===== config.mk =====
export PLATFORM = sky130hd
export DESIGN_NAME = uart_rx_oversampled
export DESIGN_NICKNAME = d
export VERILOG_FILES = /design/src/rtl/uart_pkg.sv /design/src/rtl/uart_rx_sync.sv /design/src/rtl/uart_rx_oversampled.sv
export SDC_FILE = /design/constraint.sdc
export NUM_CORES = 1
export LEC_CHECK = 0
export ABC_AREA = 1
export BUFFER_PORTS_ARGS = -buffer_cell sky130_fd_sc_hd__buf_4
export CORE_MARGIN = 4
export CORE_UTILIZATION = 45
export CTS_BUF_LIST = sky130_fd_sc_hd__clkbuf_8
export DETAILED_ROUTE_END_ITERATION = 8
export HOLD_SLACK_MARGIN = 0.1
export PLACE_DENSITY_LB_ADDON = 0.3
export SLEW_MARGIN = 0
export SYNTH_ARGS = -nofsm -noshare
export SYNTH_HDL_FRONTEND = slang
export SYNTH_SLANG_ARGS = --single-unit

===== constraint.sdc =====
create_clock -name clk -period 4.1 [get_ports clk]
set_input_delay 0.82 -clock clk [delete_from_list [all_inputs] [get_ports clk]]
set_output_delay 0.82 -clock clk [all_outputs]
set_load 0.05 [all_outputs]

===== src/rtl/uart_pkg.sv =====
// Shared types and constants for the oversampled UART receiver.
package uart_pkg;

   typedef enum logic [2:0] {
      IDLE,
      START,
      DATA,
      STOP,
      BREAK
   } state_t;

   localparam int MIN_OS_FACTOR = 4;
   localparam int MAX_OS_FACTOR = 16;

   // Turn the raw factor input into a usable one: below the minimum uses
   // the minimum, odd values drop to the even value below so HALF is exact.
   function automatic logic [4:0] legal_factor(input logic [4:0] raw);
      logic [4:0] f;
      f = raw & 5'b11110;
      if (raw < 5'(MIN_OS_FACTOR)) begin
         f = 5'(MIN_OS_FACTOR);
      end
      return f;
   endfunction

endpackage


===== src/rtl/uart_rx_sync.sv =====
// Multi-flop synchroniser for the asynchronous rx line; resets to the idle
// (high) level so a reset never looks like a start bit.
module uart_rx_sync #(
   parameter int SYNC_STAGES = 2
) (
   input  logic clk,
   input  logic rst,
   input  logic rx,
   output logic rx_s
);

   logic [SYNC_STAGES-1:0] sync_q;

   // Shift the raw line through the synchroniser chain.
   always_ff @(posedge clk) begin
      if (rst) begin
         sync_q <= '1;
      end else begin
         sync_q <= {sync_q[SYNC_STAGES-2:0], rx};
      end
   end

   assign rx_s = sync_q[SYNC_STAGES-1];

endmodule


===== src/rtl/uart_rx_oversampled.sv =====
// UART receiver driven by an oversampling strobe. Detects the start bit,
// samples every bit at its centre using a per-bit tick counter, deserialises
// LSB-first frames and reports good bytes or framing errors as 1-clk pulses.
module uart_rx_oversampled
   import uart_pkg::*;
#(
   parameter int DATA_BITS   = 8,
   parameter int SYNC_STAGES = 2
) (
   input  logic                 clk,
   input  logic                 rst,
   input  logic                 os_tick,
   input  logic [4:0]           oversampling_factor,
   input  logic                 rx,
   output logic [DATA_BITS-1:0] rx_data,
   output logic                 rx_valid,
   output logic                 framing_error,
   output logic                 busy
);

   localparam logic [3:0] LAST_BIT = 4'(DATA_BITS - 1);

   logic                 rx_s;
   state_t               state;
   state_t               state_next;
   logic [4:0]           scnt;
   logic [3:0]           bcnt;
   logic [4:0]           f_lat;
   logic [4:0]           f_m1;
   logic [4:0]           half_m1;
   logic [DATA_BITS-1:0] shreg;
   logic                 start_done;
   logic                 bit_take;
   logic                 frame_ok;
   logic                 frame_bad;

   uart_rx_sync #(
      .SYNC_STAGES(SYNC_STAGES)
   ) u_sync (
      .clk (clk),
      .rst (rst),
      .rx  (rx),
      .rx_s(rx_s)
   );

   assign f_m1    = f_lat - 5'd1;
   assign half_m1 = {1'b0, f_lat[4:1]} - 5'd1;

   // State register.
   always_ff @(posedge clk) begin
      if (rst) begin
         state <= IDLE;
      end else begin
         state <= state_next;
      end
   end

   // Decode the sampling points of the current state; only a tick can hit one.
   always_comb begin
      start_done = 1'b0;
      bit_take   = 1'b0;
      frame_ok   = 1'b0;
      frame_bad  = 1'b0;
      if (os_tick) begin
         case (state)
            START: start_done = (scnt == half_m1);
            DATA:  bit_take   = (scnt == f_m1);
            STOP: begin
               if (scnt == f_m1) begin
                  frame_ok  = rx_s;
                  frame_bad = ~rx_s;
               end
            end
            default: ;
         endcase
      end
   end

   // Next-state logic; a glitchy start returns to IDLE, a low stop bit
   // parks in BREAK until the line goes high again.
   always_comb begin
      state_next = state;
      if (os_tick) begin
         case (state)
            IDLE:  if (!rx_s) state_next = START;
            START: if (start_done) state_next = rx_s ? IDLE : DATA;
            DATA:  if (bit_take && (bcnt == LAST_BIT)) state_next = STOP;
            STOP: begin
               if (frame_ok) state_next = IDLE;
               else if (frame_bad) state_next = BREAK;
            end
            BREAK: if (rx_s) state_next = IDLE;
            default: state_next = IDLE;
         endcase
      end
   end

   // Tick counters, latched factor and the shift register; all hold
   // between ticks.
   always_ff @(posedge clk) begin
      if (rst) begin
         scnt  <= '0;
         bcnt  <= '0;
         f_lat <= '0;
         shreg <= '0;
      end else if (os_tick) begin
         case (state)
            IDLE: begin
               scnt <= '0;
               if (!rx_s) begin
                  f_lat <= legal_factor(oversampling_factor);
               end
            end
            START: begin
               if (start_done) begin
                  scnt <= '0;
                  bcnt <= '0;
               end else begin
                  scnt <= scnt + 5'd1;
               end
            end
            DATA: begin
               if (bit_take) begin
                  shreg <= {rx_s, shreg[DATA_BITS-1:1]};
                  scnt  <= '0;
                  bcnt  <= bcnt + 4'd1;
               end else begin
                  scnt <= scnt + 5'd1;
               end
            end
            STOP: begin
               if (scnt == f_m1) begin
                  scnt <= '0;
               end else begin
                  scnt <= scnt + 5'd1;
               end
            end
            default: scnt <= '0;
         endcase
      end
   end

   // Registered outputs: result pulses appear the clock after the stop-bit
   // sample, and busy tracks the state being entered so it equals state!=IDLE.
   always_ff @(posedge clk) begin
      if (rst) begin
         rx_data       <= '0;
         rx_valid      <= 1'b0;
         framing_error <= 1'b0;
         busy          <= 1'b0;
      end else begin
         rx_valid      <= frame_ok;
         framing_error <= frame_bad;
         busy          <= (state_next != IDLE);
         if (frame_ok) begin
            rx_data <= shreg;
         end
      end
   end

endmodule

; Word level (Yosys, flattened, before mapping)
; Cells that the tools add are included.
[classes]
add_sub_neg = 4
n_lt_le_gt_ge = 1
eq_ne = 9
n_mux = 27
bitwise_logic = 1
reduce_logical = 7
[op_table]
columns = cell, count
row1 = 3-bit two-way mux, 7
row2 = 5-bit two-way mux, 4
row3 = 3-bit case mux with 5 select lines, 1
row4 = 5-bit case mux with 3 select lines, 1
row5 = 5-bit == test, 2
row6 = 1-bit two-way mux, 10
row7 = 4-bit two-way mux, 2
row8 = 4-bit case mux with 2 select lines, 1
row9 = "3-bit by 2-bit == test with 1-bit output, second input constant", 2
row10 = 3-bit AND reduction, 2
row11 = "5-bit by 1-bit adder with 5-bit output, second input constant", 1
row12 = "5-bit by 3-bit less-than comparator with 1-bit output, second input constant", 1
row13 = "4-bit by 1-bit subtractor with 5-bit output, second input constant", 1
row14 = "5-bit by 1-bit subtractor with 5-bit output, second input constant", 1
row15 = "4-bit by 1-bit adder with 4-bit output, second input constant", 1
row16 = "4-bit by 3-bit == test with 1-bit output, second input constant", 1
row17 = "2-bit != test, second input constant", 2
row18 = 4-bit AND reduction, 1
row19 = "3-bit by 1-bit == test with 1-bit output, second input constant", 1
row20 = "3-bit == test, second input constant", 1
row21 = 3-bit zero test, 1
row22 = 3-bit nonzero test, 1
row23 = 2-bit two-way mux, 1
row24 = 2-bit nonzero test, 1
row25 = other kinds (2), 2
[totals]
regBits = 38
wordCells = 59

; Depth between registers and ports, before layout
; Gate-level depths: netlist (run 1).
[logic_depth]
ltp_word = 10
ltp_mapped = 14
mapped_depth_nobuf = 14

; Hierarchy
; A second synthesis (run 1) with hierarchy kept.
[hier_totals]
cells_unflattened = 260
hier_area_um2 = 1856.8
[modules_own_cells]
columns = mod, n_inst, cells_per_inst, area_each_um2, seq_area_each_um2
row1 = uart_rx_oversampled, 1, 253, 1798.0, 700.7
row2 = uart_rx_sync, 1, 7, 58.8, 40.0

; Least setup slack after synthesis (run 1)
; Ideal clock, no wire load.
[synth_path]
path_kind = reg-to-reg
from = reg f_lat[1]
to = reg rx_data[1]
setup_time_ns = 0.135
arrival_time_ns = 1.818
setup_slack_ns = 2.146
path_stages_with_launch = 14
synth_period_minus_slack_ns = 1.954
path_cell_list = dfxtp_1 inv_2 ha_1 nand2_2 inv_2 nor2_2 nand2_1 nor2_4 nand3_4 inv_2 nand3_4 buf_6 nor2_1 a211oi_2
[synth_via]
elab_chain_cells = 5
[synth_lines]
columns = element, line
row1 = from (decl), uart_rx_oversampled.sv:28  ; logic [4:0] f_lat;
row2 = from (signal assigned), uart_rx_oversampled.sv:111  ; f_lat <= legal_factor(oversampling_factor);
row3 = 5-bit by 1-bit subtractor with 5-bit output, uart_rx_oversampled.sv:46  ; assign f_m1 = f_lat - 5'd1;
row4 = 5-bit == test, uart_rx_oversampled.sv:69  ; if (scnt == f_m1) begin
row5 = 1-bit two-way mux, uart_rx_oversampled.sv:69
row6 = 1-bit two-way mux, uart_rx_oversampled.sv:65  ; case (state)
row7 = 1-bit two-way mux, uart_rx_oversampled.sv:64  ; if (os_tick) begin
row8 = to (signal assigned), uart_rx_oversampled.sv:156  ; rx_data <= shreg;
row9 = to (decl), uart_rx_oversampled.sv:15  ; output logic [DATA_BITS-1:0] rx_data,
; No other way between the ends.
; A chain may end at the register's enable or synchronous reset.

; Final worst setup path (run 1)
[layout_path]
from = reg f_lat[1]
to = reg bcnt[2]
[layout_via]
elab_chain_cells = 6
[layout_lines]
columns = element, line
row1 = 5-bit by 1-bit subtractor with 5-bit output / 4-bit by 1-bit subtractor with 5-bit output (equally long branches), "uart_rx_oversampled.sv:46, uart_rx_oversampled.sv:47"
row2 = 5-bit == test (on tied branches), "uart_rx_oversampled.sv:67, uart_rx_oversampled.sv:66"
row3 = 1-bit two-way mux, uart_rx_oversampled.sv:65
row4 = 1-bit two-way mux, uart_rx_oversampled.sv:64
row5 = 2-bit != test (no line), -
row6 = 4-bit AND reduction (no line) *, -
row7 = to (signal assigned), uart_rx_oversampled.sv:126  ; bcnt <= bcnt + 4'd1;
row8 = to (decl), uart_rx_oversampled.sv:27  ; logic [3:0] bcnt;
; Mark *: on every way between the ends. The rest lies on a longest branch, timed or not.

==> results.md, run 1 <==
* Worst Hold Launch: u_sync.sync_q[0]
* Die Y at 74.7 um
* Sequential power share at 49.0%
* Cell total after placement at 335
* Seq/Total Area, Yosys at 37.0%
* Num CTS Buffers at 5
* GPL Wtd Cong at 0.879
* Clock buffer depth at 2
* First-pass GRT wire length at 6750 um
* Die ar. at 0.00559 mm2
* CP endpoint kind: register
* Final setup margin at 1860 ps
* Tcrit/Tclk final at 54.5%
* Psw at 169 uW
* IO Port Bufs at 18
* Max Fanout on Critical Path at 10
* Nets at 302
* Final setup violating endpoints at 0
* WL final at 3950 um
* Hold Path Class: reg2reg
* Arrival time worst endpoint at 2420 ps
* Post-synth EDFFs at 0
* CORE AREA at 0.00432 mm2
* Period minus WS final at 2240 ps
* Vias per cell at 4.99
* Clk slew on worst S/H paths at 80 ps
* Cell Pwr Density at 328 mW/mm2
* Hold buffers post-CTS at 0
* Worst-Margin Slew at 391 ps
* Antenna violations before repair at 0
* Internal at 577 uW
* DR vias at 1712
* Design Area, Final at 0.00227 mm2
* Gate Count Post-Synth at 272
* Clk_lat worst skew at 290 ps
* Synth top area share at 37.0%
* Final routed DRC violation total at 0
* Area contributors post-synth: dfxtp_1 (37%), nand2_1 (8.6%), nor2_1 (8.1%)
* Status: finished, final reports clean
* Library cells used by synthesis at 35
* Max-cap violation count at 0
* Largest net degree at the start of global routing at 22
* Maximum vdd drop at 0.266 mV
* Worst EP required at 4280 ps
* Ys flop type: dfxtp_1
* GRT Total Usage at 15.7%
* Worst Setup SP: f_lat[1]
* Total power at 746 uW
* Ports at 20
* DIE WIDTH at 74.7 um
* Asr flop ratio synth at 0%
* Row cnt at 24
* Switching Fraction at 22.7%
* Setup_tns at 0 ps
* TritonRoute pass-1 iters at 4
* WL/cell at 11.5 um
* Post-DP HPWL at 2860 um
* Avg Inst Size Synth at 7.37 um2
* Fmax at 0.447 GHz
* Max Slew Vio Count at 0
* Slew headroom at 73.8%
* Register bit total from synthesis at 37
* CTS root buf: clkbuf_8
* Share of total power in the clock network at 44.3%
* Post-route ant nets at 0
* Ant diodes at 0
* Layout cells sized above 1 at 21.0%
* PostCTS Resize Cnt at 0
* Remaining global-route overflow at 0
* Post-CTS setup buffer count at 0
* Starting density of the core at 46.4%
* CTS tree: built
* Worst reg2reg startpoint: f_lat[1]
* WS Path Type: reg2reg
* Area grow syn2layout at 13.5%
* Area post-placement at 0.00215 mm2
* Cell taking the most area after synthesis: dfxtp_1
* Hold Violations, Final at 0
* Pre-CTS setup slack at 1850 ps
* Clock sinks at 37
* Fin cells at 343
* Post-Syn Nets at 284
* Worst setup SP type: register
* Static leakage at 0.000997 uW
* Fin Clk Skew at 5.82 ps
* Initial drt markers at 135
* Vias in the first global route at 1509
* Synth Cell Area at 0.00200 mm2
* RSZ-0062 raised after global routing: false
* Ys Warns at 0
* Combinational share of power at 6.7%
* H-tree depth at 2
## routing by layer
| layer | track usage [%] | vias to the layer above | wire length, um |
|---|---|---|---|
| li1 | - | 915 | - |
| met1 | 22.1 | 760 | 1940 |
| met2 | 23.4 | 30 | 1780 |
| met3 | 4.54 | 7 | 158 |
| met4 | 4.94 | 0 | 66 |
| met5 | 0 | - | 0 |
## worst paths after layout
| path | endpoint | slack, ps | depth (start not counted) |
|---|---|---|---|
| hold / removal | u_sync.sync_q[1] | 410 | 1 |
| hold reg to reg | u_sync.sync_q[1] | 410 | 1 |
| setup / recovery | bcnt[2] | 1860 | 14 |
| setup reg to reg | bcnt[2] | 1860 | 14 |
## placed cells by master (no fill, tap or decap), types with 3 or more instances in the layout
| cell | n |
|---|---|
| nor2_2 | 4 |
| nand3_1 | 22 |
| inv_1 | 33 |
| o21ai_0 | 12 |
| nor3_2 | 3 |
| nor3_1 | 4 |
| a211oi_2 | 8 |
| inv_2 | 6 |
| ha_1 | 3 |
| xor2_1 | 5 |
| nor2_1 | 43 |
| a21oi_1 | 14 |
| nand2_1 | 46 |
| dfxtp_1 | 37 |
| clkbuf_8 | 6 |
| buf_4 | 18 |
## synthesized netlist by cell type, types with 2 or more instances
cell type and n:
nand2_1 46, nor2_1 43, dfxtp_1 37, inv_1 33, nand3_1 22, a21oi_1 14, o21ai_0 12, a211oi_2 8
inv_2 6, xor2_1 5, nor2_2 4, nor3_1 4, buf_6 3, clkbuf_1 3, ha_1 3, nor3_2 3
a211oi_1 2, nand2_4 2, nand3_4 2, nand4_1 2, nor2_4 2, o21ai_1 2, or2_2 2
## power by group through the flow
| stage | registers [uW] | logic (uW) | clock network [uW] |
|---|---|---|---|
| after CTS | 365 | 50.2 | 337 |
| after global placement | 374 | 48.8 | 0 |
| final | 365 | 50.1 | 331 |
| after floorplan | 374 | 36.9 | 0 |
| after global routing | 366 | 56.4 | 348 |
| after detailed placement | 374 | 49.4 | 0 |
## registers in the layout, indices dropped and copies added (netlist names)
register / flops
scnt: 5
rx_valid: 1
state: 3
framing_error: 1
u_sync.sync_q: 2
rx_data: 8
shreg: 8
busy: 1
f_lat: 4
bcnt: 4
## layout make-up
type / count / area (um2)
Clock inverter: 2 / 37.5
Clock buffer: 6 / 82.6
Timing Repair Buffer: 18 / 135
Inverter: 40 / 153
Tap cell: 52 / 65.1
Multi-Input combinational cell: 188 / 1060
Fill cell: 444 / 2050
Sequential cell: 37 / 741
## logic make-up after synthesis
logic type / count (synthesis) / share of synthesized area (%)
flip-flops: 37 / 37.0
buffers and inverters: 47 / 10.1
AO/OA/AOI/OAI: 41 / 14.2
AND/OR/NAND/NOR: 138 / 34.3
XOR/XNOR: 6 / 2.62
adder cells (fa/ha/maj): 3 / 1.87
## worst max-delay path: stages (launching register included)
cell and delay [ps]:
dfxtp_1 420, inv_2 100, ha_1 380, nand2_2 110, inv_2 40, nor2_2 80
nand2_1 100, nor2_4 160, nand3_4 140, nor2_8 180, inv_4 90, nand2_4 90
nand2_1 50, nor2_1 130, nor3_2 60
## metrics by stage
stage | hold WS [ps] | util [%]
6_report | 414 | 52.6
2_1_floorplan | 389 | -
4_1_cts | 415 | 52.6
3_3_place_gp | 392 | 49.8
3_5_place_dp | 398 | 49.8
5_1_grt | 444 | 52.6
Note: power is estimated with default switching activity, not from simulation.
==> run 2: changes to the inputs <==
- clock period: 4.1 -> 2.1 ns (I/O delays scaled with it)
==> results.md, run 2 (synthesis results as in run 1) <==
* Worst EP required at 2280 ps (was 4280 ps)
* Slew headroom at 70.8% (was 73.8%)
* Area grow syn2layout at 16.6% (was 13.5%)
* Worst setup SP type: register (unchanged)
* Largest net degree at the start of global routing at 22 (unchanged)
* Wire length on met1 at 1970 um (was 1940 um)
* Clk_lat worst skew at 290 ps (about the same)
* Post-DP HPWL at 2940 um (was 2860 um)
* Total power at 1470 uW (was 746 uW)
* Layout cells sized above 1 at 23.7% (was 21.0%)
* CORE AREA at 0.00432 mm2 (unchanged)
* IO Port Bufs at 18 (unchanged)
* Post-CTS setup buffer count at 0 (unchanged)
* Remaining global-route overflow at 0 (unchanged)
* Reg2reg path depth at 12 (was 14)
* Ant diodes at 0 (unchanged)
* FF+latch area at 741 um2 (unchanged)
* Hold-critical path depth at 2 (was 1)
* Internal reg-to-reg setup slack at 210 ps (was 1860 ps)
* Die ar. at 0.00559 mm2 (unchanged)
* CTS tree: built (unchanged)
* WS Path Type: reg2reg (unchanged)
* DR vias at 1731 (was 1712)
* First-pass GRT wire length at 6790 um (was 6750 um)
* Clk slew on worst S/H paths at 80 ps (about the same)
* Nets at 306 (was 302)
* Hold Worst Slack at 312 ps (was 414 ps)
* Post-route ant nets at 0 (unchanged)
* R2R Path End: rx_data[3] (was bcnt[2])
* Antenna violations before repair at 0 (unchanged)
* Row cnt at 24 (unchanged)
* Ports at 20 (unchanged)
* WL final at 4110 um (was 3950 um)
* H-tree depth at 2 (unchanged)
* Hold Path Class: in2reg (was reg2reg)
* Fillers at 449 (was 444)
* Final routed DRC violation total at 0 (unchanged)
* Arrival time worst endpoint at 2070 ps (was 2420 ps)
* Clock buffer depth at 2 (unchanged)
* Final setup violating endpoints at 0 (unchanged)
* Hold buffers post-CTS at 0 (unchanged)
* CTS root buf: clkbuf_8 (unchanged)
* TritonRoute pass-1 iters at 4 (unchanged)
* WL/cell at 11.8 um (was 11.5 um)
* Util after Layout at 54.1% (was 52.6%)
* Fmax at 0.528 GHz (was 0.447 GHz)
* Fin Clk Skew at 6.92 ps (was 5.82 ps)
* PostCTS Resize Cnt at 0 (unchanged)
* Pre-CTS setup slack at 56.6 ps (was 1850 ps)
* Top layer in use: met4 (unchanged)
* WL met2 at 1960 um (was 1780 um)
* Static leakage at 0.00101 uW (was 0.000997 uW)
* Final setup margin at 206 ps (was 1860 ps)
* Max Fanout on Critical Path at 9 (was 10)
* Top Registers: rx_data x8, shreg x8, scnt x5 (unchanged)
* Maximum vdd drop at 0.517 mV (was 0.266 mV)
* Die Y at 74.7 um (unchanged)
* Worst-Margin Slew at 437 ps (was 391 ps)
* Vias per cell at 4.99 (about the same)
* GRT Total Usage at 15.7% (about the same)
* Setup_tns at 0 ps (unchanged)
* Hold Violations, Final at 0 (unchanged)
* Worst Hold End: u_sync.sync_q[0] (was u_sync.sync_q[1])
* Worst Hold Launch: rx (was u_sync.sync_q[0])
* RSZ-0062 raised after global routing: false (unchanged)
* Cell Pwr Density at 630 mW/mm2 (was 328 mW/mm2)
* Met3 routed WL at 133 um (was 158 um)
* Max Slew Vio Count at 0 (unchanged)
* Tcrit/Tclk final at 90.2% (was 54.5%)
* Crit-path cells: inv_1 -> ha_4 -> nand2_2 -> inv_2 -> nor2_2 -> nand2_1 -> nor2_4 -> nand3_4 -> inv_2 -> nand3_4 -> nor2_1 -> a211oi_2 (was inv_2 -> ha_1 -> nand2_2 -> inv_2 -> nor2_2 -> nand2_1 -> nor2_4 -> nand3_4 -> nor2_8 -> inv_4 -> nand2_4 -> nand2_1 -> nor2_1 -> nor3_2)
* Starting density of the core at 46.4% (unchanged)
* Initial drt markers at 104 (was 135)
* GPL Wtd Cong at 0.894 (was 0.879)
* Status: finished, final reports clean (unchanged)
* Commonest non-fill, non-tap cell in the layout: nand2_1 (unchanged)
* Area occupied by multi-input gates at 0.00110 mm2 (was 0.00106 mm2)
* CP endpoint kind: register (unchanged)
* Clock sinks at 37 (unchanged)
* Most frequent cells in the layout: nand2_1 (46), nor2_1 (39), dfxtp_1 (37) (was nand2_1 (46), nor2_1 (43), dfxtp_1 (37))
* Vias in the first global route at 1566 (was 1509)
* DIE WIDTH at 74.7 um (unchanged)
* Period minus WS final at 1890 ps (was 2240 ps)
* Worst reg2reg startpoint: f_lat[2] (was f_lat[1])
* Max-cap violation count at 0 (unchanged)
* Slowest stage delay, CP at 350 ps (was 420 ps)
* Num CTS Buffers at 5 (unchanged)
* Critical-path top delay cell: dfxtp_1 (unchanged)
run 2: changes by cell type in the layout (fill, tap and decap cells not counted):
cell | before | now
nand3_4 | 2 | 3
buf_4 | 18 | 21
nor2_1 | 43 | 39
ha_1 | 3 | 2
ha_4 | 0 | 1
nor2_2 | 4 | 8
run 2: layout make-up:
cell class                 count  area share, %
inverter                      40           6.53
timing repair buffer          21           6.75
sequential                    37           31.7
clock inverter                 2           1.61
tap                           52           2.78
clock buffer                   6           3.53
multi-input combinational    189           47.1
run 2: power by group:
| part | switching [uW] | internal [uW] |
|---|---|---|
| Clock | 269 | 386 |
| Combinational | 66.5 | 37.1 |
| Sequential | 6.36 | 707 |
run 2: metal layers:
metal | track usage (%) | vias to the layer above
met1 | 21.6 | 785
met5 | 0 | -
met3 | 3.20 | 6
li1 | - | 923
met2 | 24.4 | 17
met4 | 5.93 | 0
run 2: worst max-delay path, delay by kind of cell (launching register included):
kind	cells	cell delay, ps
simple gates	7	880
fa+ha+maj	1	240
flops	1	350
compound gates	1	40
buf+inv	3	260
run 2: how the worst max path moves through the flow:
stage / slack [ps] / cells after the start / to / startpoint
final: 210 / 12 / rx_data[3] / f_lat[2]
after global routing: 10 / 13 / busy / f_lat[2]
after CTS: 40 / 12 / rx_data[5] / f_lat[2]
after detailed placement: 60 / 12 / rx_data[5] / f_lat[2]
after global placement: 80 / 12 / rx_data[7] / f_lat[2]
after floorplan: 150 / 13 / rx_data[1] / f_lat[1]
run 2: through the flow:
step / area (um2) / instances
3_3_place_gp: 2180 / 338
6_report: 2340 / 347
2_1_floorplan: 2000 / 272
4_1_cts: 2300 / 346
5_1_grt: 2340 / 347
3_5_place_dp: 2180 / 338
==> run 3: changes to the inputs <==
- RECOVER_POWER: unset -> 100
==> results.md, run 3 (synthesis results as in run 1) <==
* Status: finished, final reports clean (unchanged)
* Row cnt at 24 (unchanged)
* R2R Path End: busy (was rx_data[3])
* Initial drt markers at 114 (was 104)
* H-tree depth at 2 (unchanged)
* Die ar. at 0.00559 mm2 (unchanged)
* Worst EP required at 2280 ps (about the same)
* Met1 usage at 21.6% (unchanged)
* Ant diodes at 0 (unchanged)
* Maximum vdd drop at 0.517 mV (about the same)
* First-pass GRT wire length at 6790 um (unchanged)
* CTS root buf: clkbuf_8 (unchanged)
* Max Fanout on Critical Path at 5 (was 9)
* Nets at 306 (unchanged)
* Clk_lat worst skew at 290 ps (about the same)
* Slowest stage delay, CP at 350 ps (about the same)
* Die Y at 74.7 um (unchanged)
* Crit-path cells: inv_1 -> ha_4 -> nor2_1 -> nor2_1 -> nand3_1 -> nor2_2 -> nand3_2 -> nand2_4 -> nand3_1 -> nand2_1 -> nand2_1 -> nand2_1 -> nand3_1 (was inv_1 -> ha_4 -> nand2_2 -> inv_2 -> nor2_2 -> nand2_1 -> nor2_4 -> nand3_4 -> inv_2 -> nand3_4 -> nor2_1 -> a211oi_2)
* Fin Clk Skew at 6.29 ps (was 6.92 ps)
* Post-DP HPWL at 2940 um (unchanged)
* Switching Fraction at 23.2% (about the same)
* Vias per cell at 5.03 (was 4.99)
* Tcrit/Tclk final at 90.1% (was 90.2%)
* RSZ-0062 raised after global routing: false (unchanged)
* CP endpoint kind: register (unchanged)
* DR vias at 1746 (was 1731)
* Internal at 1130 uW (about the same)
* Met3 usage at 3.20% (unchanged)
* Worst Hold Launch: rx (unchanged)
* Post-route ant nets at 0 (unchanged)
* Most frequent cells in the layout: nand2_1 (46), nor2_1 (42), dfxtp_1 (37) (was nand2_1 (46), nor2_1 (39), dfxtp_1 (37))
* Ports at 20 (unchanged)
* Psw at 341 uW (was 342 uW)
* Antenna violations before repair at 0 (unchanged)
* Max Slew Vio Count at 0 (unchanged)
* Static leakage at 0.000964 uW (was 0.00101 uW)
* Worst setup SP type: register (unchanged)
* Busiest grt layer: met2 (unchanged)
* Hold Path Class: in2reg (unchanged)
* Final setup violating endpoints at 0 (unchanged)
* Sequential power share at 48.5% (about the same)
* Cell Pwr Density at 645 mW/mm2 (was 630 mW/mm2)
* Top Registers: rx_data x8, shreg x8, scnt x5 (unchanged)
* Slew headroom at 58.9% (was 70.8%)
* Area grow syn2layout at 13.8% (was 16.6%)
* Reg2reg path depth at 13 (was 12)
* WL final at 4140 um (was 4110 um)
* Largest net degree at the start of global routing at 22 (unchanged)
* Met2 usage at 24.4% (unchanged)
* Combinational share of power at 7.0% (about the same)
* Hold-critical path depth at 2 (unchanged)
* Vias in the first global route at 1566 (unchanged)
* CORE AREA at 0.00432 mm2 (unchanged)
* Layout cells sized above 1 at 18.6% (was 23.7%)
* Fmax at 0.528 GHz (about the same)
* Internal reg-to-reg setup slack at 210 ps (about the same)
* WS Path Type: reg2reg (unchanged)
* DIE WIDTH at 74.7 um (unchanged)
* Share of total power in the clock network at 44.5% (about the same)
* Post-CTS setup buffer count at 0 (unchanged)
* Worst Hold End: u_sync.sync_q[0] (unchanged)
* Remaining global-route overflow at 0 (unchanged)
* Commonest non-fill, non-tap cell in the layout: nand2_1 (unchanged)
* WL/cell at 11.9 um (was 11.8 um)
* Util after Layout at 52.7% (was 54.1%)
* GRT Total Usage at 15.7% (unchanged)
* Critical-path top delay cell: dfxtp_1 (unchanged)
* Final routed DRC violation total at 0 (unchanged)
* Clock buffer depth at 2 (unchanged)
* Worst reg2reg startpoint: f_lat[2] (unchanged)
* CTS tree: built (unchanged)
* Num CTS Buffers at 5 (unchanged)
* Clk slew on worst S/H paths at 80 ps (about the same)
* IO Port Bufs at 18 (unchanged)
* Period minus WS final at 1890 ps (about the same)
* Starting density of the core at 46.4% (unchanged)
* Worst-Margin Slew at 619 ps (was 437 ps)
* Max-cap violation count at 0 (unchanged)
* Hold Violations, Final at 0 (unchanged)
* TritonRoute pass-1 iters at 4 (unchanged)
* Setup_tns at 0 ps (unchanged)
* GPL Wtd Cong at 0.894 (unchanged)
* Arrival time worst endpoint at 2070 ps (about the same)
* Clock sinks at 37 (unchanged)
==> run 3: cell types whose count changed in the layout (fill, tap and decap cells not counted), moves of 3 or more <==
cell / change
nor2_1: +3
nor2_2: -3
buf_4: -12
clkbuf_1: +11
==> run 3: worst max path at each step <==
stage / startpoint / end / cells after the start / slack [ps]
6_report: f_lat[2] / busy / 13 / 210
4_1_cts: f_lat[2] / rx_data[5] / 12 / 40
2_1_floorplan: f_lat[1] / rx_data[1] / 13 / 150
5_1_grt: f_lat[2] / busy / 13 / 10
3_5_place_dp: f_lat[2] / rx_data[5] / 12 / 60
3_3_place_gp: f_lat[2] / rx_data[7] / 12 / 80
==> run 3: final cells by class <==
cell class                      count  area [um2]
Clock buffer                        6        82.6
Inverter                           40         153
Fill cell                         461        2040
Timing Repair Buffer               21         114
Tap cell                           52        65.1
Clock inverter                      2        37.5
Sequential cell                    37         741
Multi-Input combinational cell    189        1090
==> run 3: what timing repair did <==
action,CTS,global route
hold buffers,0,0
endpoints found under the setup margin,0,20
resized for setup,0,7
==> run 3: worst max-delay path, delay by kind of cell (launching register included) <==
family | cells | cell delay, ps
buffers and inverters | 1 | 90
DFF | 1 | 350
adders and majority gates | 1 | 300
and+or+nand+nor | 11 | 1050
==> run 3: power groups by stage <==
stage          clock network [uW]  registers (uW)  logic, uW
4_1_cts                       670             713        101
6_report                      654             713        103
3_3_place_gp                    0             729       98.0
3_5_place_dp                    0             729       99.5
5_1_grt                       694             714        117
2_1_floorplan                   0             730       72.1
==> run 3: metal layers <==
| metal | vias up | part of all wire (%) |
|---|---|---|
| li1 | 924 | - |
| met1 | 796 | 47 |
| met2 | 20 | 48 |
| met3 | 6 | 3.7 |
| met4 | 0 | 1.2 |
| met5 | - | 0 |
==> run 3: through the flow <==
stage	instance area (um2)	instances	power (uW)	hold WS [ps]	setup WS (ps)
2_1_floorplan	2000	272	802	389	146
3_5_place_dp	2180	338	829	404	56.6
5_1_grt	2280	347	1520	315	11.3
4_1_cts	2300	346	1480	311	36.2
3_3_place_gp	2180	338	827	394	81.1
6_report	2280	347	1470	312	208
